`src/rtl/softmax_pkg.sv`:
```
`default_nettype none
// +----------------------------------------------------------------------------+
// | softmax_pkg : shared defaults and FSM state type for softmax_max_sub       |
// | Rev 1.0                                                                    |
// +----------------------------------------------------------------------------+
package softmax_pkg;

    localparam int DATA_W_DEF  = 32;
    localparam int VEC_LEN_DEF = 8;

    typedef enum logic [1:0] {
        S_IDLE  = 2'd0,
        S_LOAD  = 2'd1,
        S_DRAIN = 2'd2
    } state_t;

endpackage
`default_nettype wire

```
`src/rtl/softmax_max_sub_if.sv`:
```
`default_nettype none
// +----------------------------------------------------------------------------+
// | softmax_max_sub_if : input/output stream bundle; max_data only present     |
// | with SOFTMAX_MAX_OUT_EN.  Rev 1.0                                          |
// +----------------------------------------------------------------------------+
interface softmax_max_sub_if
    import softmax_pkg::*;
#(
    parameter int DATA_W = DATA_W_DEF
) ();

    logic              in_valid;
    logic              in_ready;
    logic [DATA_W-1:0] in_data;
    logic              in_last;
    logic              out_valid;
    logic              out_ready;
    logic [DATA_W-1:0] out_data;
    logic              out_last;
`ifdef SOFTMAX_MAX_OUT_EN
    logic [DATA_W-1:0] max_data;
`endif

    modport slave (
        input  in_valid, in_data, in_last, out_ready,
        output in_ready, out_valid, out_data, out_last
`ifdef SOFTMAX_MAX_OUT_EN
        , output max_data
`endif
    );

    modport master (
        output in_valid, in_data, in_last, out_ready,
        input  in_ready, out_valid, out_data, out_last
`ifdef SOFTMAX_MAX_OUT_EN
        , input max_data
`endif
    );

endinterface
`default_nettype wire

```
`src/rtl/maxsub_buf.sv`:
```
`default_nettype none
// +----------------------------------------------------------------------------+
// | maxsub_buf : VEC_LEN x DATA_W register file, sync write, comb read.        |
// | Rev 1.0                                                                    |
// +----------------------------------------------------------------------------+
module maxsub_buf
    import softmax_pkg::*;
#(
    parameter int VEC_LEN = VEC_LEN_DEF,
    parameter int DATA_W  = DATA_W_DEF,
    parameter int PTR_W   = $clog2(VEC_LEN)
) (
    input  wire logic              clk,
    input  wire logic              we_i,
    input  wire logic [PTR_W-1:0]  waddr_i,
    input  wire logic [DATA_W-1:0] wdata_i,
    input  wire logic [PTR_W-1:0]  raddr_i,
    output      logic [DATA_W-1:0] rdata_o
);

    // Contents are deliberately left unreset; every slot is written before it is read.
    logic [DATA_W-1:0] mem_q [VEC_LEN];

    always_ff @(posedge clk) begin
        if (we_i) begin
            mem_q[waddr_i] <= wdata_i;
        end
    end

    assign rdata_o = mem_q[raddr_i];

endmodule
`default_nettype wire

```
`src/rtl/softmax_max_sub.sv`:
```
`default_nettype none
// +----------------------------------------------------------------------------+
// | softmax_max_sub : buffers a vector, tracks its signed max, then streams    |
// | max - x_i.  Option SOFTMAX_MAX_OUT_EN adds max_data.  Rev 1.0              |
// +----------------------------------------------------------------------------+
module softmax_max_sub
    import softmax_pkg::*;
#(
    parameter int VEC_LEN = VEC_LEN_DEF,
    parameter int DATA_W  = DATA_W_DEF
) (
    input  wire logic         clk,
    input  wire logic         reset,
    input  wire logic         stage_run,
    output      logic         busy,
    softmax_max_sub_if.slave  bus
);

    localparam int               PTR_W     = $clog2(VEC_LEN);
    localparam logic [PTR_W-1:0] LAST_SLOT = PTR_W'(VEC_LEN - 1);

    state_t            state_q, state_d;
    logic [PTR_W-1:0]  wr_ptr_q, wr_ptr_d;
    logic [PTR_W-1:0]  rd_ptr_q, rd_ptr_d;
    logic [PTR_W-1:0]  last_idx_q, last_idx_d;
    logic [DATA_W-1:0] max_q, max_d;
    logic              out_valid_q, out_valid_d;
    logic [DATA_W-1:0] out_data_q, out_data_d;
    logic              out_last_q, out_last_d;
`ifdef SOFTMAX_MAX_OUT_EN
    logic [DATA_W-1:0] max_out_q, max_out_d;
`endif

    logic              in_fire, out_fire, first_elem, close_vec;
    logic [DATA_W-1:0] max_new, head_val, rd_data;
    logic [PTR_W-1:0]  rd_next, rd_addr;

    // One extra bit keeps max - x exact; the true result is never negative.
    function automatic logic [DATA_W-1:0] diff(input logic [DATA_W-1:0] a,
                                               input logic [DATA_W-1:0] b);
        logic signed [DATA_W:0] wide;
        wide = $signed({a[DATA_W-1], a}) - $signed({b[DATA_W-1], b});
        return wide[DATA_W-1:0];
    endfunction

    assign bus.in_ready = reset && (state_q != S_DRAIN);
    assign in_fire      = bus.in_valid && bus.in_ready && stage_run;
    assign out_fire     = out_valid_q && bus.out_ready && stage_run;
    assign first_elem   = (state_q == S_IDLE);
    assign close_vec    = bus.in_last || (wr_ptr_q == LAST_SLOT);
    assign max_new      = (first_elem || ($signed(bus.in_data) > $signed(max_q)))
                          ? bus.in_data : max_q;
    assign rd_next      = rd_ptr_q + 1'b1;
    // Outside DRAIN the read port looks at slot 0 so the first difference can be
    // registered on the closing transfer; inside DRAIN it prefetches the next slot.
    assign rd_addr      = (state_q == S_DRAIN && rd_ptr_q != last_idx_q) ? rd_next : '0;
    assign head_val     = first_elem ? bus.in_data : rd_data;

    maxsub_buf #(
        .VEC_LEN (VEC_LEN),
        .DATA_W  (DATA_W),
        .PTR_W   (PTR_W)
    ) u_buf (
        .clk     (clk),
        .we_i    (in_fire),
        .waddr_i (wr_ptr_q),
        .wdata_i (bus.in_data),
        .raddr_i (rd_addr),
        .rdata_o (rd_data)
    );

    always_comb begin
        state_d     = state_q;
        wr_ptr_d    = wr_ptr_q;
        rd_ptr_d    = rd_ptr_q;
        last_idx_d  = last_idx_q;
        max_d       = max_q;
        out_valid_d = out_valid_q;
        out_data_d  = out_data_q;
        out_last_d  = out_last_q;
`ifdef SOFTMAX_MAX_OUT_EN
        max_out_d   = max_out_q;
`endif
        unique case (state_q)
            S_IDLE, S_LOAD: begin
                if (in_fire) begin
                    max_d = max_new;
                    if (close_vec) begin
                        last_idx_d  = wr_ptr_q;
                        wr_ptr_d    = '0;
                        rd_ptr_d    = '0;
                        state_d     = S_DRAIN;
                        out_valid_d = 1'b1;
                        out_data_d  = diff(max_new, head_val);
                        out_last_d  = (wr_ptr_q == '0);
`ifdef SOFTMAX_MAX_OUT_EN
                        max_out_d   = max_new;
`endif
                    end else begin
                        wr_ptr_d = wr_ptr_q + 1'b1;
                        state_d  = S_LOAD;
                    end
                end
            end
            S_DRAIN: begin
                if (out_fire) begin
                    if (rd_ptr_q == last_idx_q) begin
                        rd_ptr_d    = '0;
                        state_d     = S_IDLE;
                        out_valid_d = 1'b0;
                        out_data_d  = '0;
                        out_last_d  = 1'b0;
`ifdef SOFTMAX_MAX_OUT_EN
                        max_out_d   = '0;
`endif
                    end else begin
                        rd_ptr_d   = rd_next;
                        out_data_d = diff(max_q, rd_data);
                        out_last_d = (rd_next == last_idx_q);
                    end
                end
            end
            default: state_d = S_IDLE;
        endcase
    end

    always_ff @(posedge clk or negedge reset) begin
        if (!reset) begin
            state_q     <= S_IDLE;
            wr_ptr_q    <= '0;
            rd_ptr_q    <= '0;
            last_idx_q  <= '0;
            max_q       <= '0;
            out_valid_q <= 1'b0;
            out_data_q  <= '0;
            out_last_q  <= 1'b0;
`ifdef SOFTMAX_MAX_OUT_EN
            max_out_q   <= '0;
`endif
        end else begin
            state_q     <= state_d;
            wr_ptr_q    <= wr_ptr_d;
            rd_ptr_q    <= rd_ptr_d;
            last_idx_q  <= last_idx_d;
            max_q       <= max_d;
            out_valid_q <= out_valid_d;
            out_data_q  <= out_data_d;
            out_last_q  <= out_last_d;
`ifdef SOFTMAX_MAX_OUT_EN
            max_out_q   <= max_out_d;
`endif
        end
    end

    assign bus.out_valid = out_valid_q;
    assign bus.out_data  = out_data_q;
    assign bus.out_last  = out_last_q;
    assign busy          = (state_q != S_IDLE);
`ifdef SOFTMAX_MAX_OUT_EN
    assign bus.max_data  = max_out_q;
`endif

endmodule
`default_nettype wire

```
`src/flat_wrapper.sv`:
```
// flat-port wrapper written by rule: the top's interface ports become plain ports
module softmax_max_sub_flat import softmax_pkg::*;
#(
    parameter int VEC_LEN = VEC_LEN_DEF,
    parameter int DATA_W  = DATA_W_DEF
)
  (clk, reset, stage_run, busy, bus_in_valid, bus_in_data, bus_in_last, bus_out_ready, bus_in_ready, bus_out_valid, bus_out_data, bus_out_last);
  softmax_max_sub_if #(.DATA_W(DATA_W)) bus_i ();
  input  wire logic clk;
  input  wire logic reset;
  input  wire logic stage_run;
  output      logic busy;
  input wire logic [$bits(bus_i.in_valid)-1:0] bus_in_valid;
  input wire logic [$bits(bus_i.in_data)-1:0] bus_in_data;
  input wire logic [$bits(bus_i.in_last)-1:0] bus_in_last;
  input wire logic [$bits(bus_i.out_ready)-1:0] bus_out_ready;
  output wire logic [$bits(bus_i.in_ready)-1:0] bus_in_ready;
  output wire logic [$bits(bus_i.out_valid)-1:0] bus_out_valid;
  output wire logic [$bits(bus_i.out_data)-1:0] bus_out_data;
  output wire logic [$bits(bus_i.out_last)-1:0] bus_out_last;
  assign bus_i.in_valid = bus_in_valid;
  assign bus_i.in_data = bus_in_data;
  assign bus_i.in_last = bus_in_last;
  assign bus_i.out_ready = bus_out_ready;
  assign bus_in_ready = bus_i.in_ready;
  assign bus_out_valid = bus_i.out_valid;
  assign bus_out_data = bus_i.out_data;
  assign bus_out_last = bus_i.out_last;
  softmax_max_sub #(.VEC_LEN(VEC_LEN), .DATA_W(DATA_W)) u_core (.clk(clk), .reset(reset), .stage_run(stage_run), .busy(busy), .bus(bus_i));
endmodule
```
`config.mk`:
```
export PLATFORM = sky130hd
export DESIGN_NAME = softmax_max_sub_flat
export DESIGN_NICKNAME = d
export VERILOG_FILES = /design/src/rtl/softmax_pkg.sv /design/src/rtl/softmax_max_sub_if.sv /design/src/rtl/maxsub_buf.sv /design/src/rtl/softmax_max_sub.sv /design/src/flat_wrapper.sv
export SDC_FILE = /design/constraint.sdc
export NUM_CORES = 1
export LEC_CHECK = 0
export ABC_AREA = 1
export CAP_MARGIN = 5
export CELL_PAD_IN_SITES_DETAIL_PLACEMENT = 1
export CELL_PAD_IN_SITES_GLOBAL_PLACEMENT = 2
export CORE_MARGIN = 2
export CORE_UTILIZATION = 36
export CTS_CLUSTER_DIAMETER = 50
export DETAILED_ROUTE_END_ITERATION = 16
export GPL_TIMING_DRIVEN = 0
export PLACE_DENSITY_LB_ADDON = 0.1
export SYNTH_ARGS = -nofsm -noshare
export SYNTH_HDL_FRONTEND = slang
export SYNTH_SLANG_ARGS = --single-unit
```
`constraint.sdc`:
```
create_clock -name clk -period 4.8 [get_ports clk]
set_input_delay 0.96 -clock clk [delete_from_list [all_inputs] [get_ports clk]]
set_output_delay 0.96 -clock clk [all_outputs]
set_load 0.03 [all_outputs]
```
==> flow_metrics.env <==
export IMPL_crit_slowest_cell="fa_2"
export IMPL_rsz0062_at_grt="true"
export IMPL_startpoint_type="primary input"
export IMPL_period_share=0.986
export IMPL_required_ns=5.27
export IMPL_viasPerCell=5.37
export IMPL_critPathBufInv=5
export IMPL_detail_route_wl_per_cell_um=24.5
export IMPL_ant_nets=0
export IMPL_io_pins=74
export IMPL_netlist_instances=2124
export IMPL_min_path_type="primary input to async pin"
export IMPL_yosysUniqueCellTypes=60
export IMPL_cts_max_path_buffers=3
export IMPL_synth_seq_cells=333
export IMPL_synth_warnings=0
export IMPL_cp_max_fo=12
export IMPL_htree_levels=2
export IMPL_dr_total_vias=16600
export IMPL_cts_buffers=49
export IMPL_setup_viol=0
export IMPL_synth_area_leaders="edfxtp_1, dfrtp_1, nand2_1"
export IMPL_synth_edf_count=256
export IMPL_start_util=0.363
export IMPL_insertion_delay_ns=0.62
export IMPL_final_setup_tns_ns=0
export IMPL_drive_gt1_frac=0.285
export IMPL_ys_flop_type="edfxtp_1"
export IMPL_nFillCells=5984
export IMPL_rrSetupSlack_ns=0.11
export IMPL_path_class="primary input to flop"
export IMPL_gp_congestion=0.862
export IMPL_antenna_found_initial=0
export IMPL_drc_errors=0
export IMPL_drt_iter0_drc=1051
export IMPL_ys_seq_area_frac=0.496
export IMPL_slowest_delay_ns=0.37
export IMPL_floorplan_rows=85
export IMPL_cts_root_buf="clkbuf_16"
export IMPL_slew_headroom=0.185
export IMPL_fmax_mhz=211
export IMPL_status="complete, no violations"
export IMPL_startpoint="bus_in_data[23]"
export IMPL_fin_ws_ns=0.0651
export IMPL_maxCapViolCount=0
export IMPL_min_period_ns=4.73
export IMPL_tightest_slew_ns=1.22
export IMPL_arrival_ns=5.20
export IMPL_grt_max_degree=53
export IMPL_die_h_um=236
export IMPL_cts_sinks=333
export IMPL_first_global_vias=17400
export IMPL_skew_ns=0.0454
export IMPL_finalNetCount=2482
export IMPL_dp_slack_ns=-2.68
export IMPL_whs_ns=0.315
export IMPL_crit_top_cell="nand2_2"
export IMPL_syn_num_nets=2256
export IMPL_grt_usage=0.270
export IMPL_finalHoldViolCount=0
export IMPL_grt_overflow=0
export IMPL_grt_pass1_wl_um=112000
export IMPL_dieArea_um2=55700
export IMPL_endpoint_kind="flop"
export IMPL_routed_wl_um=75800
export IMPL_area_growth_synth_to_final_pct=30.4
export IMPL_critPathTopFamily="simple AND/OR/NAND/NOR gates"
export IMPL_numPortBuffers=73
export IMPL_first_pass_iters=5
export IMPL_synth_top_cell_by_area="edfxtp_1"
export IMPL_synth_area_um2=19400
export IMPL_slew_viol_final=0
export IMPL_core_area_um2=53500
export IMPL_dp_hpwl_um=55300
export IMPL_multi_input_area_um2=9730
export IMPL_rr_startpoint="u_core.max_q[7]"
export IMPL_cts_tree="done"
export IMPL_die_w_um=236
export IMPL_async_reset_ff_frac=0.231
export IMPL_clk_pin_slew_ns=0.05
export IMPL_yosys_area_top_type_share=0.396
export IMPL_regArea_um2=9620
export IMPL_final_util=0.473
export IMPL_avgSynthCellArea_um2=9.13
-- worst reg2reg max path: cells and delay by family, from the launching register on --
family,cells,cell delay [ns]
DFF,1,0.42
and+or+nand+nor,16,1.48
buffers and inverters,5,0.60
AOI/OAI and AO/OA,8,1.29
adders and majority gates,3,0.75
-- final timing paths --
path                                      endpoint  cells past startpoint
max in group asynchronous         u_core.max_q[21]                      2
min in group clk           u_core.bus.out_data[22]                      2
setup / recovery           u_core.bus.out_data[12]                     29
hold reg to reg            u_core.bus.out_data[22]                      2
setup reg to reg           u_core.bus.out_data[12]                     32
hold / removal                   u_core.state_q[0]                      1
-- cells in the mapped netlist (4+ instances only) --
cell and number:
dfrtp_1 77, a21oi_1 111, o21ai_0 178, o21a_1 16
nor2_4 6, nor2_1 105, inv_1 215, nand2_4 8
o22ai_1 4, nand3_2 12, or2_2 59, o211ai_1 43
a221oi_1 5, o31ai_1 5, ha_1 92, nand2_2 35
nand2_1 461, mux2i_1 54, nor2_2 13, xor2_1 6
nor3_1 8, o221ai_1 4, a21o_1 4, edfxtp_1 256
nand4_1 23, clkbuf_1 35, buf_6 12, o21ai_1 22
buf_2 18, nand3_1 145, buf_1 6, a21boi_1 8
inv_2 25, nand3_4 6
-- flip-flops by register name (all words and copies together), names as in the netlist, named ones only --
| signal | cells |
|---|---|
| u_core.bus.out_data | 32 |
| u_core.bus.out_last | 1 |
| u_core.bus.out_valid | 1 |
| u_core.last_idx_q | 3 |
| u_core.max_q | 29 |
| u_core.rd_ptr_q | 3 |
| u_core.state_q | 2 |
| u_core.u_buf.mem_q | 256 |
| u_core.wr_ptr_q | 3 |
-- cell type report --
cell class              count  share of cell area
well taps                 696              0.0344
clock inverters            24              0.0137
inverters                 247              0.0385
diodes                      1           0.0000989
multi-input cells        1469               0.385
clock buffers              68              0.0537
plain buffers              70              0.0239
repair buffers            180              0.0707
flip-flops and latches    333               0.380
-- layer usage --
metal,up-vias,routed length [um],track usage
li1,7740,-,-
met3,116,2750,0.0339
met4,0,2350,0.0870
met1,8366,33700,0.356
met5,-,0,0
met2,351,37100,0.462
-- kinds of logic (layout without fill, tap and decap cells) --
kind of cell,after synthesis,after routing,share of synthesized area
adder cells (fa/ha/maj),94,94,0.0614
buffers and inverters,322,589,0.0694
AND/OR/NAND/NOR,890,890,0.215
XOR/XNOR,12,12,0.00658
multiplexers,54,54,0.0279
other,0,1,0
AO/OA/AOI/OAI,419,419,0.124
flip-flops,333,333,0.496
-- placed cells by master (no fill, tap or decap), types with 6 or more instances in the layout --
master	n
o21ai_4	6
o21ai_1	32
o21ai_2	20
ha_4	31
mux2i_1	47
nand3_1	122
edfxtp_1	256
inv_2	51
ha_1	61
nand2_1	414
nand2_4	19
buf_8	7
or2_2	58
dfrtp_2	7
inv_1	187
nand3_2	30
mux2i_2	7
nand4_1	23
dfrtp_1	70
buf_12	9
clkbuf_1	27
nand2_2	69
nor2_2	15
o21a_1	15
a21oi_2	27
nand3_4	11
a21oi_1	84
buf_2	17
clkbuf_8	9
buf_6	53
nor2_1	89
buf_4	89
nor2_4	20
inv_6	6
clkbuf_16	55
o211ai_1	43
o21ai_0	145
clkdlybuf4s50_1	40
-- through the flow --
stage | instances | area (um^2)
final | 3088 | 25300
after global routing | 3087 | 25300
after CTS | 3051 | 24400
after detailed placement | 2912 | 21400
after global placement | 2893 | 21100
after floorplan | 2124 | 19500
-- repair_timing --
action | 4_1_cts | 5_1_grt
setup endpoints to repair | 29 | 22
resized for setup | 460 | 159
hold buffers | 0 | 0
gates cloned | 0 | 2
buffers inserted | 49 | 37
pin swaps | 67 | 91
Power is left out: the tool's default activity adds up to more than one toggle a clock period on the data nets, which glitch-free logic cannot reach.
